==> config.mk <==
export PLATFORM = sky130hd
export DESIGN_NAME = hazard_ctrl
export DESIGN_NICKNAME = d
export VERILOG_FILES = /design/src/rtl/hazard_ctrl.sv
export SDC_FILE = /design/constraint.sdc
export NUM_CORES = 1
export LEC_CHECK = 0
export ABC_AREA = 1
export BUFFER_PORTS_ARGS = -buffer_cell sky130_fd_sc_hd__buf_4
export CAP_MARGIN = 20
export CORE_AREA = 10 10 47 49
export CTS_CLUSTER_SIZE = 30
export DETAILED_ROUTE_END_ITERATION = 12
export DIE_AREA = 0 0 57 59
export PLACE_DENSITY_LB_ADDON = 0.05
export SYNTH_ARGS = -nofsm -noshare
export SYNTH_HDL_FRONTEND = slang
export SYNTH_SLANG_ARGS = --single-unit
==> constraint.sdc <==
create_clock -name clk -period 2.8 [get_ports clk]
set_clock_uncertainty 0.1 [all_clocks]
set_input_delay 0.56 -clock clk [delete_from_list [all_inputs] [get_ports clk]]
set_output_delay 0.56 -clock clk [all_outputs]
set_load 0.02 [all_outputs]
==> src/rtl/hazard_ctrl.sv <==
// Pipeline hazard control: load-use, branch, R15-write and multicycle multiply stalls.
// Define HAZARD_MUL_STALL_EN to build the multiply occupancy logic (MUL state, cnt).
module hazard_ctrl #(
  parameter int MUL_LAT = 4
) (
  input  logic       clk,
  input  logic       reset_n,
  input  logic [3:0] RA1D,
  input  logic [3:0] RA2D,
  input  logic [3:0] WA3E,
  input  logic       memtoRegE,
  input  logic       regWriteE,
  input  logic       branchTakenE,
  input  logic       pcWriteD,
  input  logic       mulStartE,
  output logic       stallF,
  output logic       stallD,
  output logic       stallE,
  output logic       flushD,
  output logic       flushE,
  output logic       flushM,
  output logic       mulBusyE
);

`ifdef HAZARD_MUL_STALL_EN
  typedef enum logic [2:0] {
    IDLE, PCW_E, PCW_M, PCW_W, MUL
  } state_t;
`else
  typedef enum logic [1:0] {
    IDLE, PCW_E, PCW_M, PCW_W
  } state_t;
`endif

  state_t state_q, state_d;

  logic ld_stall;
  logic pc_acc;

  logic s_f, s_d, s_e;
  logic f_d, f_e, f_m;
  logic m_busy;

  assign ld_stall = memtoRegE & regWriteE &
                    ((RA1D == WA3E) | (RA2D == WA3E));
  assign pc_acc   = pcWriteD & ~ld_stall & ~branchTakenE;

`ifdef HAZARD_MUL_STALL_EN
  localparam logic [2:0] MUL_LOAD = 3'(MUL_LAT - 2);

  logic [2:0] cnt_q, cnt_d;
  logic       mul_acc;

  assign mul_acc = mulStartE & ~branchTakenE;

  always_ff @(posedge clk) begin
    if (!reset_n) begin
      state_q <= IDLE;
      cnt_q   <= '0;
    end else begin
      state_q <= state_d;
      cnt_q   <= cnt_d;
    end
  end
`else
  logic unused_mul;

  assign unused_mul = mulStartE ^ (MUL_LAT == 0);

  always_ff @(posedge clk) begin
    if (!reset_n) state_q <= IDLE;
    else          state_q <= state_d;
  end
`endif

  always_comb begin
    state_d = state_q;
    s_f     = 1'b0;
    s_d     = 1'b0;
    s_e     = 1'b0;
    f_d     = 1'b0;
    f_e     = 1'b0;
    f_m     = 1'b0;
    m_busy  = 1'b0;
`ifdef HAZARD_MUL_STALL_EN
    cnt_d   = cnt_q;
`endif
    unique case (state_q)
      IDLE: begin
`ifdef HAZARD_MUL_STALL_EN
        if (mul_acc) begin
          s_f     = 1'b1;
          s_d     = 1'b1;
          s_e     = 1'b1;
          f_m     = 1'b1;
          m_busy  = 1'b1;
          cnt_d   = MUL_LOAD;
          state_d = MUL;
        end else
`endif
        begin
          s_f = ld_stall | pc_acc;
          s_d = ld_stall;
          f_e = ld_stall | branchTakenE;
          f_d = branchTakenE | pc_acc;
          if (pc_acc) state_d = PCW_E;
        end
      end
      PCW_E: begin
        s_f     = 1'b1;
        f_d     = 1'b1;
        state_d = PCW_M;
      end
      PCW_M: begin
        s_f     = 1'b1;
        f_d     = 1'b1;
        state_d = PCW_W;
      end
      PCW_W: begin
        f_d     = 1'b1;
        state_d = IDLE;
      end
`ifdef HAZARD_MUL_STALL_EN
      MUL: begin
        if (cnt_q != 3'd0) begin
          s_f    = 1'b1;
          s_d    = 1'b1;
          s_e    = 1'b1;
          f_m    = 1'b1;
          m_busy = 1'b1;
          cnt_d  = cnt_q - 3'd1;
        end else begin
          state_d = IDLE;
        end
      end
      default: state_d = IDLE;
`endif
    endcase
  end

  // Outputs are forced quiet for the whole reset interval.
  assign stallF   = reset_n & s_f;
  assign stallD   = reset_n & s_d;
  assign stallE   = reset_n & s_e;
  assign flushD   = reset_n & f_d;
  assign flushE   = reset_n & f_e;
  assign flushM   = reset_n & f_m;
  assign mulBusyE = reset_n & m_busy;

endmodule

Word level (Yosys, flattened, before mapping)
Index checks and enable logic that the tools add are counted.
Word-level totals
  bits in registers: 2
  bits of input ports: 19
  output and inout port bits: 7
  word-level logic and storage cells: 30
Cells by class
  eq/ne operators: 6
  mux-type cells: 6
  bitwise operators: 14
  reduce and logical (&&, ||, !) cells: 3
Operators with widths (number)
  $and 1x1->1: 8
  $eq 4x4->1: 2
  $pmux 2 s4: 1
  $eq 2x2->1 const B: 2
  $or 1x1->1: 4
  $pmux 1 s2: 2
  $reduce_or 3->1: 1
  $eq 2x1->1 const B: 1
  $logic_not 2->1: 1
  $mux 1: 2
  $mux 2: 1
  $ne 2x2->1 const B: 1
  $not 1->1: 2
  $reduce_or 2->1: 1

Depth between registers and ports, before layout
  depth after elaboration: 9
  gate-level depth with buffers: 11
  mapped depth without buffers: 11

Least setup slack after synthesis
OpenSTA, ideal clock, no wires.
  path kind: in2out
  start point: input WA3E[2]
  end point: output flushE
  data arrival time: 1.496 ns
  data required time: 2.140 ns
  setup slack: 0.644 ns
  stages on the path: 8
  buffers on the path: 0
  cells stage by stage: inv_1 nand2_1 nand2_1 nor2_1 nand2_1 nand2_1 nand2_2 a211oi_1
On the way
  word-level cells in the longest chain between the ends: 6
  elaborated cells between the ends (all ways): 7
  classes of those cells: eq/ne (2); mux (1); bitwise (4)
Ends and longest elaborated chain
  from (decl): line 10  | input logic [3:0] WA3E,
  $eq 4x4->1: line 45  | ((RA1D == WA3E) | (RA2D == WA3E));
  $or 1x1->1 (*): line 45
  $and 1x1->1 (*): line 44  | assign ld_stall = memtoRegE & regWriteE &
  $or 1x1->1 (*): line 104  | f_e = ld_stall | branchTakenE;
  $mux 1 (*): line 88  | unique case (state_q)
  $and 1x1->1 (*): line 146  | assign flushE = reset_n & f_e;
  to (decl): line 20  | output logic flushE,
Every way passes the cells marked *; elsewhere a longest branch is shown, timed or not.

Final worst setup path
  start point: input WA3E[2]
  end point: output stallF
On the way
  word-level cells in the longest chain between the ends: 9
  elaborated cells between the ends (all ways): 10
  classes of those cells: eq/ne (2); mux (1); bitwise (7)
Ends and longest elaborated chain
  $eq 4x4->1: line 45
  $or 1x1->1 (*): line 45
  $and 1x1->1 (*): line 44
  $not 1->1: line 46  | assign pc_acc = pcWriteD & ~ld_stall & ~branchTakenE;
  $and 1x1->1 (2 in a row): line 46
  $or 1x1->1 (*): line 102  | s_f = ld_stall | pc_acc;
  $pmux 1 s2 (*): line 88
  $and 1x1->1 (*): line 142  | assign stallF = reset_n & s_f;
  to (decl): line 16  | output logic stallF,
Marked as above.

==> flow_summary.yaml <==
run_status:
  status: "completed"
power_and_ir_drop:
  power.density_mw_per_mm2: 548
  ir_drop_v: 0.000185
  cellLeakagePower_nw: 0.400
floorplan:
  die_area_mm2: 0.00336
  ios: 26
  start_util_pct: 29.3
  rows: 14
  die_y_um: 59
  dieWidth_um: 57
  core_mm2: 0.00140
timing:
  setup_viol: 0
  hold_violations: 0
  drv_slew: 0
  fin_crit_sh_pct: 77.8
  fmax_mhz: 459
  tns_ps: 0
  grt_setup_unrepaired: "false"
  min_period_ps: 2180
clock_network:
  cts-resized-gates: 0
  cts_root_buffer: "clkbuf_4"
  clock_sinks: 2
  cts_tree: "yes"
  cts_buffer_depth: 2
  clk_latency_ps: 230
  cts_setup_buffers: 0
  numCtsBuffers: 3
  cts_hold_buf: 0
  clk_pin_slew_ps: 30
  cts_max_level: 1
global_route:
  overflow: 0
  grt_max_degree: 8
  grt_pass1_vias: 437
  grt_use_total_pct: 5.81
  grt_antenna_before_repair: 0
  grt_first_pass_wirelength_mm: 1.68
worst_setup_path:
  r2r_end: "state_q[0]"
  ff2ff_setup_slack_ps: 1510
  worst-r2r-cell-count: 5
  cpPeakStageDelay_ps: 150
  critPathMostFrequentCell: "nand2_1"
  path_max_fanout: 5
  endpoint_kind: "output port"
  crit_slowest_cell: "buf_4"
  crit_type: "primary input to output port"
  worstSetupStartpointType: "primary input"
  cp_data_arrival_time_ps: 1520
  r2r-start: "state_q[0]"
  cp_cell_sequence: "buf_4 -> inv_1 -> nand2_1 -> nand2_1 -> nor2_1 -> nand2_1 -> nand2_1 -> nand2_2 -> o21ai_0 -> a21oi_1 -> nor2_1 -> buf_4"
  crit_required_ps: 2140
layout:
  area_growth_syn_to_layout_pct: 45.1
  layout_commonest_cell: "nand2_1"
  drive_gt1_share_pct: 30.1
  final_nets: 128
  mostFrequentLayoutCells: "nand2_1, buf_4, inv_1"
  final_cells: 119
  reg_top3: "state_q (2)"
  regMostFlops: "state_q"
  diodes: 0
  largest_reg_flops: 2
job:
  drv_cap: 0
synthesis:
  synth_area_per_cell_um2: 5.13
  synth-seq-cells: 2
  netlist_instances: 80
  syn_area_um2: 410
  ys_warn_count: 0
  ys_seq_area_share_pct: 9.76
  ys_types: 16
place:
  gp_congestion: 0.671
  dp_cells: 116
  numPortBuffers: 21
  dp_hpwl_um: 903
hold_path:
  hold_start: "reset_n"
  min_to: "state_q[1]"
  min-delay-path-class: "primary input to flip-flop"
  worstHoldPathCells: 3
route:
  via_per_inst: 3.94
  dr.pass1.iters: 3
  drtIter0Drc: 7
  wl_per_cell_um: 8.43
  antenna_left: 0
  route.detailed.drc: 0
  vias: 469
  drt_wl_total_mm: 1.00
## cells by family (layout without fill, tap and decap cells)
| kind of cell | count (synthesis) | after routing | share of synthesized area, % |
|---|---|---|---|
| AOI/OAI and AO/OA | 7 | 7 | 9.14 |
| adders and majority gates | 4 | 4 | 12.2 |
| buffers and inverters | 22 | 43 | 22.9 |
| DFF | 2 | 2 | 9.76 |
| other | 1 | 3 | 0.914 |
| and+or+nand+nor | 44 | 44 | 45.1 |
## Yosys cell counts
cell type | count | share of area (%)
a211oi_1 | 1 | 1.8
a21oi_1 | 5 | 6.1
buf_4 | 3 | 5.5
conb_1 | 1 | 0.91
dfxtp_1 | 2 | 9.8
ha_1 | 4 | 12
inv_1 | 17 | 16
inv_2 | 2 | 1.8
nand2_1 | 29 | 27
nand2_2 | 2 | 3.0
nand3_1 | 2 | 2.4
nand3_2 | 1 | 2.4
nor2_1 | 7 | 6.4
nor3_1 | 1 | 1.2
o21ai_0 | 1 | 1.2
or2_2 | 2 | 3.0
## worst max-delay path: cells and delay by family
| family | cells | cell delay [ps] |
|---|---|---|
| AO/OA/AOI/OAI | 2 | 240 |
| AND/OR/NAND/NOR | 7 | 380 |
| buffers and inverters | 3 | 330 |
## cell type report
type / count / area (µm²)
Multi-Input combinational cell: 58 / 284
Fill cell: 170 / 806
Timing Repair Buffer: 21 / 158
Clock buffer: 3 / 22.5
Sequential cell: 2 / 40.0
Tap cell: 16 / 20.0
Inverter: 19 / 71.3
## through the flow
| step | setup WS [ps] | hold WS, ps | power, W | util, % | area, µm² |
|---|---|---|---|---|---|
| final | 622 | 479 | 0.000326 | 42.5 | 596 |
| after floorplan | 644 | 482 | 0.000200 | - | 418 |
| after CTS | 600 | 481 | 0.000332 | 42.5 | 596 |
| after global placement | 601 | 522 | 0.000262 | 40.9 | 573 |
| after detailed placement | 601 | 526 | 0.000262 | 40.9 | 573 |
| after global routing | 438 | 494 | 0.000364 | 42.5 | 596 |
## per-layer routing
layer	part of all wire [%]	GRT usage (%)
met4	0	1.01
met1	46	7.07
met3	12	3.65
met5	0	0
met2	42	8.53
## power breakdown
group | total, W | internal, W | switching, W
clock | 0.0000649 | 0.0000474 | 0.0000175
combinational | 0.000209 | 0.0000923 | 0.000117
sequential | 0.0000524 | 0.0000430 | 0.00000945
total | 0.000326 | 0.000183 | 0.000144
## how the worst max path moves through the flow
stage / cells after the start / end / start
2_1_floorplan: 8 / flushE / WA3E[2]
3_3_place_gp: 12 / stallF / WA3E[1]
3_5_place_dp: 12 / stallF / WA3E[2]
4_1_cts: 12 / stallF / WA3E[2]
5_1_grt: 11 / stallF / WA3E[1]
6_report: 12 / stallF / WA3E[2]
Note: power is estimated with default switching activity, not from simulation.
